===== src/rtl/alu_cdb_unit_if.sv =====
// Issue/broadcast bundle between reservation station, ALU and CDB arbiter.
// master = RS/arbiter side, slave = ALU side.
interface alu_cdb_unit_if #(
    parameter int DATA_W = 32,
    parameter int ROB_W  = 4,
    parameter int OP_W   = 6
);
    logic              rs_to_alu_ready;
    logic [OP_W-1:0]   rs_to_alu_op;
    logic [DATA_W-1:0] rs_to_alu_rs1;
    logic [DATA_W-1:0] rs_to_alu_rs2;
    logic [ROB_W-1:0]  rs_to_alu_rob_index;
    logic [DATA_W-1:0] rs_to_alu_PC;
    logic [DATA_W-1:0] rs_to_alu_imm;
    logic              alu_full;
    logic              cdb_grant_in;
    logic              alu_to_rs_ready;
    logic [DATA_W-1:0] alu_to_rs_result;
    logic [ROB_W-1:0]  alu_to_rs_rob_index;
    logic              alu_to_rob_jump;
    logic [DATA_W-1:0] alu_to_rob_target;

    modport master (
        output rs_to_alu_ready, rs_to_alu_op, rs_to_alu_rs1, rs_to_alu_rs2,
               rs_to_alu_rob_index, rs_to_alu_PC, rs_to_alu_imm, cdb_grant_in,
        input  alu_full, alu_to_rs_ready, alu_to_rs_result, alu_to_rs_rob_index,
               alu_to_rob_jump, alu_to_rob_target
    );

    modport slave (
        input  rs_to_alu_ready, rs_to_alu_op, rs_to_alu_rs1, rs_to_alu_rs2,
               rs_to_alu_rob_index, rs_to_alu_PC, rs_to_alu_imm, cdb_grant_in,
        output alu_full, alu_to_rs_ready, alu_to_rs_result, alu_to_rs_rob_index,
               alu_to_rob_jump, alu_to_rob_target
    );
endinterface


===== src/rtl/alu_cdb_unit.sv =====
// Integer/jump/branch execute stage: result computed combinationally, pushed into an in-order
// queue at issue; head broadcast on the CDB, popped on grant. alu_full blocks issue when the queue is full.
module alu_cdb_unit #(
    parameter int DATA_W = 32,
    parameter int ROB_W  = 4,
    parameter int OP_W   = 6,
    parameter int QDEPTH = 2
) (
    input logic           clk_in,
    input logic           rst_in,
    input logic           rdy_in,
    input logic           clr_in,
    alu_cdb_unit_if.slave bus
);
    localparam int PTR_W = $clog2(QDEPTH);
    localparam int CNT_W = $clog2(QDEPTH + 1);

    localparam logic [OP_W-1:0] OP_ADD   = OP_W'(0);
    localparam logic [OP_W-1:0] OP_SUB   = OP_W'(1);
    localparam logic [OP_W-1:0] OP_SLL   = OP_W'(2);
    localparam logic [OP_W-1:0] OP_SLT   = OP_W'(3);
    localparam logic [OP_W-1:0] OP_SLTU  = OP_W'(4);
    localparam logic [OP_W-1:0] OP_XOR   = OP_W'(5);
    localparam logic [OP_W-1:0] OP_SRL   = OP_W'(6);
    localparam logic [OP_W-1:0] OP_SRA   = OP_W'(7);
    localparam logic [OP_W-1:0] OP_OR    = OP_W'(8);
    localparam logic [OP_W-1:0] OP_AND   = OP_W'(9);
    localparam logic [OP_W-1:0] OP_ADDI  = OP_W'(10);
    localparam logic [OP_W-1:0] OP_SLTI  = OP_W'(11);
    localparam logic [OP_W-1:0] OP_SLTIU = OP_W'(12);
    localparam logic [OP_W-1:0] OP_XORI  = OP_W'(13);
    localparam logic [OP_W-1:0] OP_ORI   = OP_W'(14);
    localparam logic [OP_W-1:0] OP_ANDI  = OP_W'(15);
    localparam logic [OP_W-1:0] OP_SLLI  = OP_W'(16);
    localparam logic [OP_W-1:0] OP_SRLI  = OP_W'(17);
    localparam logic [OP_W-1:0] OP_SRAI  = OP_W'(18);
    localparam logic [OP_W-1:0] OP_LUI   = OP_W'(19);
    localparam logic [OP_W-1:0] OP_AUIPC = OP_W'(20);
    localparam logic [OP_W-1:0] OP_JAL   = OP_W'(21);
    localparam logic [OP_W-1:0] OP_JALR  = OP_W'(22);
    localparam logic [OP_W-1:0] OP_BEQ   = OP_W'(23);
    localparam logic [OP_W-1:0] OP_BNE   = OP_W'(24);
    localparam logic [OP_W-1:0] OP_BLT   = OP_W'(25);
    localparam logic [OP_W-1:0] OP_BGE   = OP_W'(26);
    localparam logic [OP_W-1:0] OP_BLTU  = OP_W'(27);
    localparam logic [OP_W-1:0] OP_BGEU  = OP_W'(28);

    logic [DATA_W-1:0] res_q [QDEPTH];
    logic [ROB_W-1:0]  rob_q [QDEPTH];
    logic              jmp_q [QDEPTH];
    logic [DATA_W-1:0] tgt_q [QDEPTH];
    logic [PTR_W-1:0]  head_q, head_d, tail_q, tail_d;
    logic [CNT_W-1:0]  cnt_q, cnt_d;

    logic [DATA_W-1:0] rs1, rs2, opb, pc4, jalr_sum, res_d, tgt_d;
    logic [4:0]        shamt;
    logic              jmp_d, take, push, pop, full, flush;

    assign rs1      = bus.rs_to_alu_rs1;
    assign rs2      = bus.rs_to_alu_rs2;
    assign opb      = (bus.rs_to_alu_op <= OP_AND) ? rs2 : bus.rs_to_alu_imm;
    assign shamt    = opb[4:0];
    assign pc4      = bus.rs_to_alu_PC + DATA_W'(4);
    assign jalr_sum = rs1 + bus.rs_to_alu_imm;

    always_comb begin
        res_d = '0;
        jmp_d = 1'b0;
        tgt_d = pc4;
        take  = 1'b0;
        case (bus.rs_to_alu_op)
            OP_ADD, OP_ADDI:   res_d = rs1 + opb;
            OP_SUB:            res_d = rs1 - opb;
            OP_SLL, OP_SLLI:   res_d = rs1 << shamt;
            OP_SLT, OP_SLTI:   res_d[0] = $signed(rs1) < $signed(opb);
            OP_SLTU, OP_SLTIU: res_d[0] = rs1 < opb;
            OP_XOR, OP_XORI:   res_d = rs1 ^ opb;
            OP_SRL, OP_SRLI:   res_d = rs1 >> shamt;
            OP_SRA, OP_SRAI:   res_d = $unsigned($signed(rs1) >>> shamt);
            OP_OR, OP_ORI:     res_d = rs1 | opb;
            OP_AND, OP_ANDI:   res_d = rs1 & opb;
            OP_LUI:            res_d = bus.rs_to_alu_imm;
            OP_AUIPC:          res_d = bus.rs_to_alu_PC + bus.rs_to_alu_imm;
            OP_JAL: begin
                res_d = pc4;
                jmp_d = 1'b1;
                tgt_d = bus.rs_to_alu_PC + bus.rs_to_alu_imm;
            end
            OP_JALR: begin
                res_d = pc4;
                jmp_d = 1'b1;
                tgt_d = {jalr_sum[DATA_W-1:1], 1'b0};
            end
            OP_BEQ, OP_BNE, OP_BLT, OP_BGE, OP_BLTU, OP_BGEU: begin
                case (bus.rs_to_alu_op)
                    OP_BEQ:  take = rs1 == rs2;
                    OP_BNE:  take = rs1 != rs2;
                    OP_BLT:  take = $signed(rs1) < $signed(rs2);
                    OP_BGE:  take = $signed(rs1) >= $signed(rs2);
                    OP_BLTU: take = rs1 < rs2;
                    default: take = rs1 >= rs2;
                endcase
                jmp_d = take;
                tgt_d = take ? (bus.rs_to_alu_PC + bus.rs_to_alu_imm) : pc4;
            end
            default: ;
        endcase
    end

    // Full is judged on the registered count only, so a same-cycle pop never frees a slot for the push.
    assign full  = (cnt_q == CNT_W'(QDEPTH));
    assign flush = rst_in | clr_in;
    assign push  = rdy_in & bus.rs_to_alu_ready & ~full;
    assign pop   = rdy_in & bus.cdb_grant_in & (cnt_q != '0);

    always_comb begin
        head_d = head_q;
        tail_d = tail_q;
        cnt_d  = cnt_q;
        if (flush) begin
            head_d = '0;
            tail_d = '0;
            cnt_d  = '0;
        end else begin
            if (push) tail_d = tail_q + PTR_W'(1);
            if (pop)  head_d = head_q + PTR_W'(1);
            case ({push, pop})
                2'b10:   cnt_d = cnt_q + CNT_W'(1);
                2'b01:   cnt_d = cnt_q - CNT_W'(1);
                default: ;
            endcase
        end
    end

    always_ff @(posedge clk_in) begin
        head_q <= head_d;
        tail_q <= tail_d;
        cnt_q  <= cnt_d;
    end

    always_ff @(posedge clk_in) begin
        if (flush) begin
            for (int i = 0; i < QDEPTH; i++) begin
                res_q[i] <= '0;
                rob_q[i] <= '0;
                jmp_q[i] <= 1'b0;
                tgt_q[i] <= '0;
            end
        end else if (push) begin
            res_q[tail_q] <= res_d;
            rob_q[tail_q] <= bus.rs_to_alu_rob_index;
            jmp_q[tail_q] <= jmp_d;
            tgt_q[tail_q] <= tgt_d;
        end
    end

    assign bus.alu_full            = full;
    assign bus.alu_to_rs_ready     = (cnt_q != '0);
    assign bus.alu_to_rs_result    = res_q[head_q];
    assign bus.alu_to_rs_rob_index = rob_q[head_q];
    assign bus.alu_to_rob_jump     = jmp_q[head_q];
    assign bus.alu_to_rob_target   = tgt_q[head_q];
endmodule


===== src/flat_wrapper.sv =====
// flat-port wrapper written by rule: the top's interface ports become plain ports
module alu_cdb_unit_flat 
#(
    parameter int DATA_W = 32,
    parameter int ROB_W  = 4,
    parameter int OP_W   = 6,
    parameter int QDEPTH = 2
)
  (clk_in, rst_in, rdy_in, clr_in, bus_rs_to_alu_ready, bus_rs_to_alu_op, bus_rs_to_alu_rs1, bus_rs_to_alu_rs2, bus_rs_to_alu_rob_index, bus_rs_to_alu_PC, bus_rs_to_alu_imm, bus_cdb_grant_in, bus_alu_full, bus_alu_to_rs_ready, bus_alu_to_rs_result, bus_alu_to_rs_rob_index, bus_alu_to_rob_jump, bus_alu_to_rob_target);
  alu_cdb_unit_if #(.DATA_W(DATA_W), .ROB_W(ROB_W), .OP_W(OP_W)) bus_i ();
  input logic clk_in;
  input logic rst_in;
  input logic rdy_in;
  input logic clr_in;
  input wire logic [$bits(bus_i.rs_to_alu_ready)-1:0] bus_rs_to_alu_ready;
  input wire logic [$bits(bus_i.rs_to_alu_op)-1:0] bus_rs_to_alu_op;
  input wire logic [$bits(bus_i.rs_to_alu_rs1)-1:0] bus_rs_to_alu_rs1;
  input wire logic [$bits(bus_i.rs_to_alu_rs2)-1:0] bus_rs_to_alu_rs2;
  input wire logic [$bits(bus_i.rs_to_alu_rob_index)-1:0] bus_rs_to_alu_rob_index;
  input wire logic [$bits(bus_i.rs_to_alu_PC)-1:0] bus_rs_to_alu_PC;
  input wire logic [$bits(bus_i.rs_to_alu_imm)-1:0] bus_rs_to_alu_imm;
  input wire logic [$bits(bus_i.cdb_grant_in)-1:0] bus_cdb_grant_in;
  output wire logic [$bits(bus_i.alu_full)-1:0] bus_alu_full;
  output wire logic [$bits(bus_i.alu_to_rs_ready)-1:0] bus_alu_to_rs_ready;
  output wire logic [$bits(bus_i.alu_to_rs_result)-1:0] bus_alu_to_rs_result;
  output wire logic [$bits(bus_i.alu_to_rs_rob_index)-1:0] bus_alu_to_rs_rob_index;
  output wire logic [$bits(bus_i.alu_to_rob_jump)-1:0] bus_alu_to_rob_jump;
  output wire logic [$bits(bus_i.alu_to_rob_target)-1:0] bus_alu_to_rob_target;
  assign bus_i.rs_to_alu_ready = bus_rs_to_alu_ready;
  assign bus_i.rs_to_alu_op = bus_rs_to_alu_op;
  assign bus_i.rs_to_alu_rs1 = bus_rs_to_alu_rs1;
  assign bus_i.rs_to_alu_rs2 = bus_rs_to_alu_rs2;
  assign bus_i.rs_to_alu_rob_index = bus_rs_to_alu_rob_index;
  assign bus_i.rs_to_alu_PC = bus_rs_to_alu_PC;
  assign bus_i.rs_to_alu_imm = bus_rs_to_alu_imm;
  assign bus_i.cdb_grant_in = bus_cdb_grant_in;
  assign bus_alu_full = bus_i.alu_full;
  assign bus_alu_to_rs_ready = bus_i.alu_to_rs_ready;
  assign bus_alu_to_rs_result = bus_i.alu_to_rs_result;
  assign bus_alu_to_rs_rob_index = bus_i.alu_to_rs_rob_index;
  assign bus_alu_to_rob_jump = bus_i.alu_to_rob_jump;
  assign bus_alu_to_rob_target = bus_i.alu_to_rob_target;
  alu_cdb_unit #(.DATA_W(DATA_W), .ROB_W(ROB_W), .OP_W(OP_W), .QDEPTH(QDEPTH)) u_core (.clk_in(clk_in), .rst_in(rst_in), .rdy_in(rdy_in), .clr_in(clr_in), .bus(bus_i));
endmodule

===== config.mk =====
export PLATFORM = sky130hd
export DESIGN_NAME = alu_cdb_unit_flat
export DESIGN_NICKNAME = d
export VERILOG_FILES = /design/src/rtl/alu_cdb_unit_if.sv /design/src/rtl/alu_cdb_unit.sv /design/src/flat_wrapper.sv
export SDC_FILE = /design/constraint.sdc
export NUM_CORES = 1
export LEC_CHECK = 0
export CELL_PAD_IN_SITES_DETAIL_PLACEMENT = 0
export CELL_PAD_IN_SITES_GLOBAL_PLACEMENT = 1
export CORE_MARGIN = 2
export CORE_UTILIZATION = 40
export DETAILED_ROUTE_END_ITERATION = 8
export PLACE_DENSITY = 0.77
export SLEW_MARGIN = 20
export SYNTH_ARGS = -nofsm -noshare
export SYNTH_HDL_FRONTEND = slang
export SYNTH_SLANG_ARGS = --single-unit

===== constraint.sdc =====
create_clock -name clk_in -period 15.2 [get_ports clk_in]
set_input_delay 3.04 -clock clk_in [delete_from_list [all_inputs] [get_ports clk_in]]
set_output_delay 3.04 -clock clk_in [all_outputs]
set_load 0.05 [all_outputs]

Word level (Yosys, flattened, before mapping)
Memories as Yosys holds them, arrays and structs flattened. A register that Yosys moved wholly into a read port is not among the register bits.
Index checks and enable logic that the tools add are counted.
{ "op_classes": {"add_sub_neg": 9, "n_mul": 0, "n_div": 0, "n_lt_le_gt_ge": 7, "n_eq_ne": 33, "shifts": 3, "mux": 34, "bitwise_logic": 9, "reduce_logical": 18} }
{ "ops": {"columns": ["op", "count"], "rows": [
  ["31-bit one-hot mux with 11 select lines", 1],
  ["32-bit less-than comparator", 4],
  ["32-bit 2-to-1 mux", 4],
  ["32-bit adder", 3],
  ["32-bit one-hot mux with 3 select lines", 1],
  ["6-bit by 5-bit equality test with 1-bit output, second input constant", 13],
  ["32-bit >= comparator", 2],
  ["32-bit OR reduction", 2],
  ["6-bit by 4-bit equality test with 1-bit output, second input constant", 8],
  ["32-bit by 3-bit adder with 32-bit output, second input constant", 1],
  ["32-bit bitwise AND", 1],
  ["32-bit equality test", 1],
  ["32-bit != test", 1],
  ["32-bit bitwise OR", 1],
  ["32-bit by 5-bit << shifter with 32-bit output", 1],
  ["32-bit by 5-bit >> shifter with 32-bit output", 1],
  ["32-bit by 5-bit >>> shifter with 32-bit output", 1],
  ["32-bit subtractor", 1],
  ["32-bit XOR", 1],
  ["6-bit by 3-bit equality test with 1-bit output, second input constant", 4],
  ["1-bit 2-to-1 mux", 23],
  ["2-bit OR reduction", 10],
  ["1-bit one-hot mux with 13 select lines", 1],
  ["6-bit by 2-bit equality test with 1-bit output, second input constant", 2],
  ["other kinds (19)", 25]
]} }
{ "totals": {"register_bits": 4, "latch_bits": 0, "ram_bits": 138, "romBits": 0, "inputBits": 144, "output_inout_bits": 71, "elab_cells": 120, "n_memories": 4} }
{ "memory_table": {"columns": ["memory", "depth", "width", "rd", "rd_clocked_by_memory_dff", "write_ports", "line_no", "text"], "rows": [
  ["u_core.res_q", 2, 32, 1, 1, 2, "alu_cdb_unit.sv:48", "logic [DATA_W-1:0] res_q [QDEPTH];"],
  ["u_core.tgt_q", 2, 32, 1, 1, 2, "alu_cdb_unit.sv:51", "logic [DATA_W-1:0] tgt_q [QDEPTH];"],
  ["u_core.rob_q", 2, 4, 1, 1, 2, "alu_cdb_unit.sv:49", "logic [ROB_W-1:0] rob_q [QDEPTH];"],
  ["u_core.jmp_q", 2, 1, 1, 1, 2, "alu_cdb_unit.sv:50", "logic jmp_q [QDEPTH];"]
]} }

Logic depth before layout (Yosys ltp)
Gate-level depths: netlist of the first run.
{ "logic_depth": {"ltp_word": 8, "ltp_mapped": 21, "ltp_nobuf": 16} }

Least setup slack after synthesis of the first run
No wires, ideal clock.
{ "synth_timing": {"path_type": "in2reg", "startpoint": "in rdy_in", "endpoint": "mem u_core.jmp_q[0] (enable)", "setup_time_ns": 0.592, "t_arrival_ns": 8.104, "required_ns": 14.608, "slack_ns": 6.505, "path_stages": 2, "n_path_buf": 0, "path_cell_list": "nand3b_1 -> o21ai_0"} }
{ "synth_lines": {"columns": ["element", "line_no", "text"], "rows": [
  ["start: declaration", "flat_wrapper.sv:13", "input logic rdy_in;"],
  ["end: declaration", "alu_cdb_unit.sv:50", null]
]} }

==> results of run 1 <==
-- synthesized netlist by cell type, types with 30 or more instances --
cell,count,share of area (%)
sky130_fd_sc_hd__nor2_1,291,5.1
sky130_fd_sc_hd__a21oi_1,216,5.1
sky130_fd_sc_hd__nand3_1,207,4.9
sky130_fd_sc_hd__o21ai_0,193,4.5
sky130_fd_sc_hd__ha_1,186,11
sky130_fd_sc_hd__nand2_1,182,3.2
sky130_fd_sc_hd__inv_1,149,2.6
sky130_fd_sc_hd__edfxtp_1,138,19
sky130_fd_sc_hd__clkbuf_1,121,2.1
sky130_fd_sc_hd__xnor2_1,80,3.3
sky130_fd_sc_hd__mux2_2,71,3.8
sky130_fd_sc_hd__a21o_1,67,2.4
sky130_fd_sc_hd__o211ai_1,66,2.3
sky130_fd_sc_hd__nor3_1,53,1.2
sky130_fd_sc_hd__and2_1,48,1.4
sky130_fd_sc_hd__xor2_1,44,1.8
sky130_fd_sc_hd__a31oi_1,35,1.0
sky130_fd_sc_hd__o221ai_1,34,1.4
sky130_fd_sc_hd__nor4_1,31,0.91
sky130_fd_sc_hd__a211oi_1,30,1.1
-- per-layer routing --
metal  up-vias  track usage (%)  wire length (µm)
li1      10900                -                 -
met1     12000             52.3             46500
met2      1606             60.7             49500
met3       307             10.6             12600
met4         8             22.2              7300
met5         -                0                53
-- state kept, by name, summed over array words and instances, names as in the netlist, named ones only --
name and count:
u_core.rob_q 8, u_core.tgt_q 64, u_core.res_q 64, u_core.head_q 1, u_core.cnt_q 2, u_core.jmp_q 2, u_core.tail_q 1
-- layout make-up --
class / instances / area, µm²
antenna: 1 / 2.50
clock buffer: 18 / 439
clock inverter: 14 / 160
fill: 5259 / 27800
inverter: 153 / 574
multi-input combinational: 2342 / 15800
sequential: 143 / 4250
tap: 688 / 861
timing repair buffer: 274 / 2590
-- power groups by stage --
stage | Combinational, µW | Clock (µW) | Sequential [µW]
floorplan | 546 | 0 | 464
global placement | 885 | 0 | 463
detailed placement | 888 | 0 | 464
CTS | 893 | 451 | 456
global route | 970 | 466 | 457
finish | 927 | 450 | 456
-- path summary, 6_finish.rpt --
| check | cells past startpoint | end | startpoint |
|---|---|---|---|
| max | 18 | u_core.res_q[0][30] | bus_rs_to_alu_op[2] |
| min | 2 | u_core.cnt_q[1] | u_core.cnt_q[1] |
| max reg2reg | 6 | u_core.res_q[1][18] | u_core.cnt_q[1] |
| min reg2reg | 2 | u_core.cnt_q[1] | u_core.cnt_q[1] |
-- cells by family (layout without fill, tap and decap cells) --
kind of cell             count (synthesis)  after routing  synth area share (%)
other                                    0              1                     0
AO/OA/AOI/OAI                          968            968                  31.0
multiplexers                            92             92                  4.86
flip-flops                             143            143                  19.9
AND/OR/NAND/NOR                        969            969                  21.9
buffers and inverters                  324            459                  6.03
adder cells (fa/ha/maj)                189            189                  11.2
XOR/XNOR                               124            124                  5.10
-- worst max-delay path: stages --
cell,delay [ps]
sky130_fd_sc_hd__clkdlybuf4s50_1,780
sky130_fd_sc_hd__o21ai_1,860
sky130_fd_sc_hd__nand2_2,570
sky130_fd_sc_hd__buf_4,440
sky130_fd_sc_hd__nor2_1,140
sky130_fd_sc_hd__a21o_1,110
sky130_fd_sc_hd__inv_1,60
sky130_fd_sc_hd__ha_1,520
sky130_fd_sc_hd__a21oi_1,290
sky130_fd_sc_hd__o21ai_0,220
sky130_fd_sc_hd__nand2b_1,220
sky130_fd_sc_hd__a221oi_1,550
sky130_fd_sc_hd__nor4bb_1,140
sky130_fd_sc_hd__a211oi_1,490
sky130_fd_sc_hd__a21oi_1,160
sky130_fd_sc_hd__xor2_1,160
sky130_fd_sc_hd__a2111oi_0,620
sky130_fd_sc_hd__nor2_1,90
-- stage by stage --
step,utilization (%),total power [µW]
CTS,47.0,1800
floorplan,-,1010
global placement,45.9,1350
detailed placement,45.9,1350
global route,47.0,1890
finish,47.0,1830
==> flow_summary.json, run 1 <==
{
  "detail_route.wl_per_cell_um": 31.9,
  "start_util_pct": 40.5,
  "number_of_iterations_in_the_first_detailed_routing_pass": 7,
  "core.rowCount": 84,
  "skew_ps": 14.9,
  "die_h_um": 235,
  "finalWeightedCongestion": 1.07,
  "period_share_pct": 61.3,
  "numPortBuffers": 214,
  "place_ws_ps": 5630,
  "hp-class": "reg -> reg",
  "route.antenna.remaining_nets": 0,
  "cts_inserted_buffers": 17,
  "floorplan.die_area_um2": 55100,
  "clock_tree.root_cell": "sky130_fd_sc_hd__clkbuf_16",
  "postLayoutCellArea_um2": 24700,
  "swShare_pct": 46.3,
  "mostFrequentLayoutCells": "sky130_fd_sc_hd__nor2_1, sky130_fd_sc_hd__a21oi_1, sky130_fd_sc_hd__clkdlybuf4s50_1",
  "net_count_after_synthesis": 3142,
  "timing_hold_violations_final": 0,
  "worstSetupEndpointType": "register",
  "dpl-instance-area_um2": 24100,
  "async_flop_share_pct": 0,
  "routed_wirelength_um": 116000,
  "synth_edf_count": 138,
  "fin_worst_hold_slack_ps": 510,
  "clkPwrFrac_pct": 24.6,
  "outcome": "finished, final reports clean",
  "ios": 215,
  "post_drt_via_cell_ratio": 6.81,
  "synth_seq_area_share_pct": 19.9,
  "achievable-frequency_mhz": 107,
  "final_layout_size_suffix_gt1_share_pct": 8.08,
  "drt_first_iter_violations": 3494,
  "drc": 0,
  "grt_pass1_wl_um": 164000,
  "worstPathRequired_ps": 15400,
  "postSynthAreaPerCell_um2": 7.58,
  "synth_warnings": 0,
  "vias_in_the_first_global_route": 23200,
  "rrSetupSlack_ps": 12270,
  "worst_ep_arrival_time_ps": 9520,
  "syn_area_um2": 21300,
  "max_slew_margin_pct": 21.6,
  "grt_overflow": 0,
  "synth_cell_types": 100,
  "cts.reportedPaths.clkPinSlew_ps": 80,
  "synthesis.instances": 2809,
  "max_capacitance_violation_count": 0,
  "timing_worst_setup_path_type": "in -> reg",
  "worst-path-max-fanout": 40,
  "post-cts-setup-buffer-count": 0,
  "antenna_found_initial": 7,
  "power_switching_uw": 849,
  "cts_num_sinks": 143,
  "clock_tree_from_tritoncts": "yes",
  "ys_dominant_reg_cell": "sky130_fd_sc_hd__edfxtp_1",
  "nNetsFinal": 3264,
  "static-leakage-power_uw": 0.00993,
  "place.detailed.instances": 3600,
  "comb_power_share_pct": 50.6,
  "area.growth.synth_to_final_pct": 16.1,
  "final_max_slew_viol_count": 0,
  "postSynthRegisterBits": 143,
  "chipWidth_um": 235,
  "grt_start_max_net_pins": 75,
  "hold_buffers": 0,
  "finalCriticalPeriod_ps": 9320,
  "worst_slew_pin_slew_ps": 1170,
  "seq_power_share_pct": 24.9,
  "grt_setup_unrepaired": "false",
  "routed-via-count": 24800,
  "worst_slack_ps": 5880,
  "post-dp-hpwl_um": 91300,
  "worst_setup_path_start_kind": "primary input",
  "worst_skew_pair.late_latency_ps": 470,
  "power_per_cell_area_nw_per_um2": 74.1,
  "final_cells": 3633,
  "fp.coreArea_um2": 52600,
  "final_number_of_setup_violating_endpoints": 0,
  "most_common_cell_after_layout_fill_and_taps_aside": "sky130_fd_sc_hd__nor2_1",
  "cts-htree-levels": 4,
  "vdd_ir_drop_max_uv": 78.8,
  "post_cts.resized_instances": 0,
  "grt.total_usage_pct": 40.3,
  "clockBufferDepth": 2,
  "setup-tns-final_ps": 0,
  "internal_power_uw": 984
}
(Power assumes the default switching activity.)
==> run 2: changes to the inputs <==
PLACE_DENSITY = 0.8   (was 0.77)
clock period = 7.65 ns   (was 15.2 ns; I/O delays follow)
==> run 2 against run 1 <==
Clock-buffer cell count decreased by 1. Worst setup slack lost 5300 ps. Largest cell class unchanged. Utilization rose by 0.49 points.
==> flow_summary.json, run 2 (synthesized netlist as in run 1, its figures left out) <==
{
  "chipWidth_um": 235,
  "post-dp-hpwl_um": 94300,
  "timing_hold_violations_final": 0,
  "hp-class": "reg -> reg",
  "worst_setup_path_start_kind": "primary input",
  "grt_setup_unrepaired": "false",
  "worst_r2r_path_depth": 5,
  "worstPathRequired_ps": 7840,
  "max_slew_margin_pct": 14.2,
  "clock_tree_from_tritoncts": "yes",
  "vdd_ir_drop_max_uv": 153,
  "grt_use_met2_pct": 62.0,
  "worstSetupEndpointType": "register",
  "routed-via-count": 25100,
  "reg_top3": "u_core.res_q x64, u_core.tgt_q x64, u_core.rob_q x8",
  "r2r-start": "u_core.cnt_q[0]",
  "area.growth.synth_to_final_pct": 17.3,
  "cts.reportedPaths.clkPinSlew_ps": 80,
  "antenna_found_initial": 4,
  "post-cts-setup-buffer-count": 0,
  "achievable-frequency_mhz": 141,
  "finalWeightedCongestion": 1.09,
  "grt_pass1_wl_um": 165000,
  "finalCriticalPeriod_ps": 7110,
  "final_number_of_setup_violating_endpoints": 0,
  "critPathLaunch": "bus_rs_to_alu_op[2]",
  "grt.total_usage_pct": 40.6,
  "hold_buffers": 0,
  "route.antenna.remaining_nets": 0,
  "max_capacitance_violation_count": 0,
  "worst_hold_stages": 2,
  "routed_wirelength_um": 117000,
  "grt_most_used_layer": "met2",
  "outcome": "finished, final reports clean",
  "nNetsFinal": 3297,
  "post_drt_via_cell_ratio": 6.84,
  "worst_slew_pin_slew_ps": 1280,
  "core.rowCount": 84,
  "power_per_cell_area_nw_per_um2": 146,
  "final_max_slew_viol_count": 0,
  "vias_in_the_first_global_route": 23400,
  "most_common_cell_after_layout_fill_and_taps_aside": "sky130_fd_sc_hd__nor2_1",
  "final_layout_size_suffix_gt1_share_pct": 9.00,
  "worst-path-max-fanout": 30,
  "clock_tree.root_cell": "sky130_fd_sc_hd__clkbuf_16",
  "drt_first_iter_violations": 3579,
  "groute.layer.met1.usage_pct": 53.0,
  "number_of_iterations_in_the_first_detailed_routing_pass": 7,
  "period_share_pct": 93.0,
  "timing_worst_setup_path_type": "in -> reg",
  "fp.coreArea_um2": 52600,
  "mostFrequentLayoutCells": "sky130_fd_sc_hd__nor2_1, sky130_fd_sc_hd__a21oi_1, sky130_fd_sc_hd__clkdlybuf4s50_1",
  "drc": 0,
  "die_h_um": 235,
  "grt_overflow": 0,
  "post_cts.resized_instances": 0,
  "ios": 215,
  "worst_ep_arrival_time_ps": 7310,
  "clockBufferDepth": 2,
  "critical-path-max-stage-delay_ps": 1100,
  "cts-htree-levels": 4,
  "detail_route.wl_per_cell_um": 31.8,
  "cts_inserted_buffers": 17,
  "rrSetupSlack_ps": 4560,
  "numPortBuffers": 214,
  "floorplan.die_area_um2": 55100,
  "worstHoldStart": "u_core.head_q",
  "setup-tns-final_ps": 0,
  "finish.utilization_pct": 47.5,
  "static-leakage-power_uw": 0.0101,
  "grt_start_max_net_pins": 75,
  "slowest_stage": "sky130_fd_sc_hd__a2111oi_0",
  "worst_r2r_endpoint": "u_core.res_q[1][16]",
  "skew_ps": 17.9,
  "worst_skew_pair.late_latency_ps": 470,
  "cts_num_sinks": 143,
  "timing.critical_path.cells": "clkdlybuf4s50_1, o21ai_1, nand2_2, buf_12, nor2_1, a21o_1, inv_1, ha_1, inv_2, nor3_1, nand3_1, o31ai_1, xnor2_1, a2111oi_0, buf_4, a21oi_1",
  "start_util_pct": 40.5,
  "gr-usage-met3_pct": 7.40
}
## run 2: changes by cell type in the layout (fill, tap and decap cells not counted), sizes merged
cell / change
inv: -3
clkinv: +5
bufinv: -1
clkbuf: -1
buf: +33
## run 2: critical path, delay by kind of cell
family                     cells  cell delay (ps)
and+or+nand+nor                4             1200
AOI/OAI and AO/OA              5             2540
xor gates and xnor gates       1              130
buffers and inverters          5             1370
adders and majority gates      1              510
## run 2: layer usage
layer,part of all wire (%),wire length [µm]
met5,0.025,29
met4,7.4,8670
met3,9.3,10900
met2,43,50200
met1,40,46900
## run 2: worst max path at each step
stage	endpoint	slack (ps)	cells after the start
after floorplan	u_core.jmp_q[0]	460	2
after global placement	u_core.res_q[0][19]	410	16
after detailed placement	u_core.res_q[0][19]	360	16
after CTS	u_core.res_q[0][19]	830	16
after global routing	u_core.res_q[0][19]	330	16
final	u_core.res_q[0][19]	540	16
## run 2: area by class of cell
cell class              instances  area (µm²)
flip-flops and latches        143        4250
repair buffers                307        2850
multi-input cells            2342       15800
inverters                     153         574
fillers                      5277       27600
diodes                          1        2.50
well taps                     688         861
clock buffers                  17         425
clock inverters                15         185
## run 2: metrics by stage
step                hold WS, ps  power (µW)  worst slack, ps  cells  instance area (µm²)
CTS                         535        3590              831   3665                25000
global route                551        3760              331   3665                25000
floorplan                   462        2010              465   2809                21300
finish                      527        3650              536   3666                25000
detailed placement          511        2730              357   3633                24400
global placement            476        2720              414   3633                24400
## run 2: power by group
| part | switching, µW | leakage, µW | internal [µW] | total (µW) |
|---|---|---|---|---|
| clock | 420 | 0.000292 | 441 | 861 |
| sequential | 10.4 | 0.00159 | 894 | 904 |
| combinational | 1280 | 0.00821 | 602 | 1880 |
| total | 1710 | 0.0101 | 1940 | 3650 |
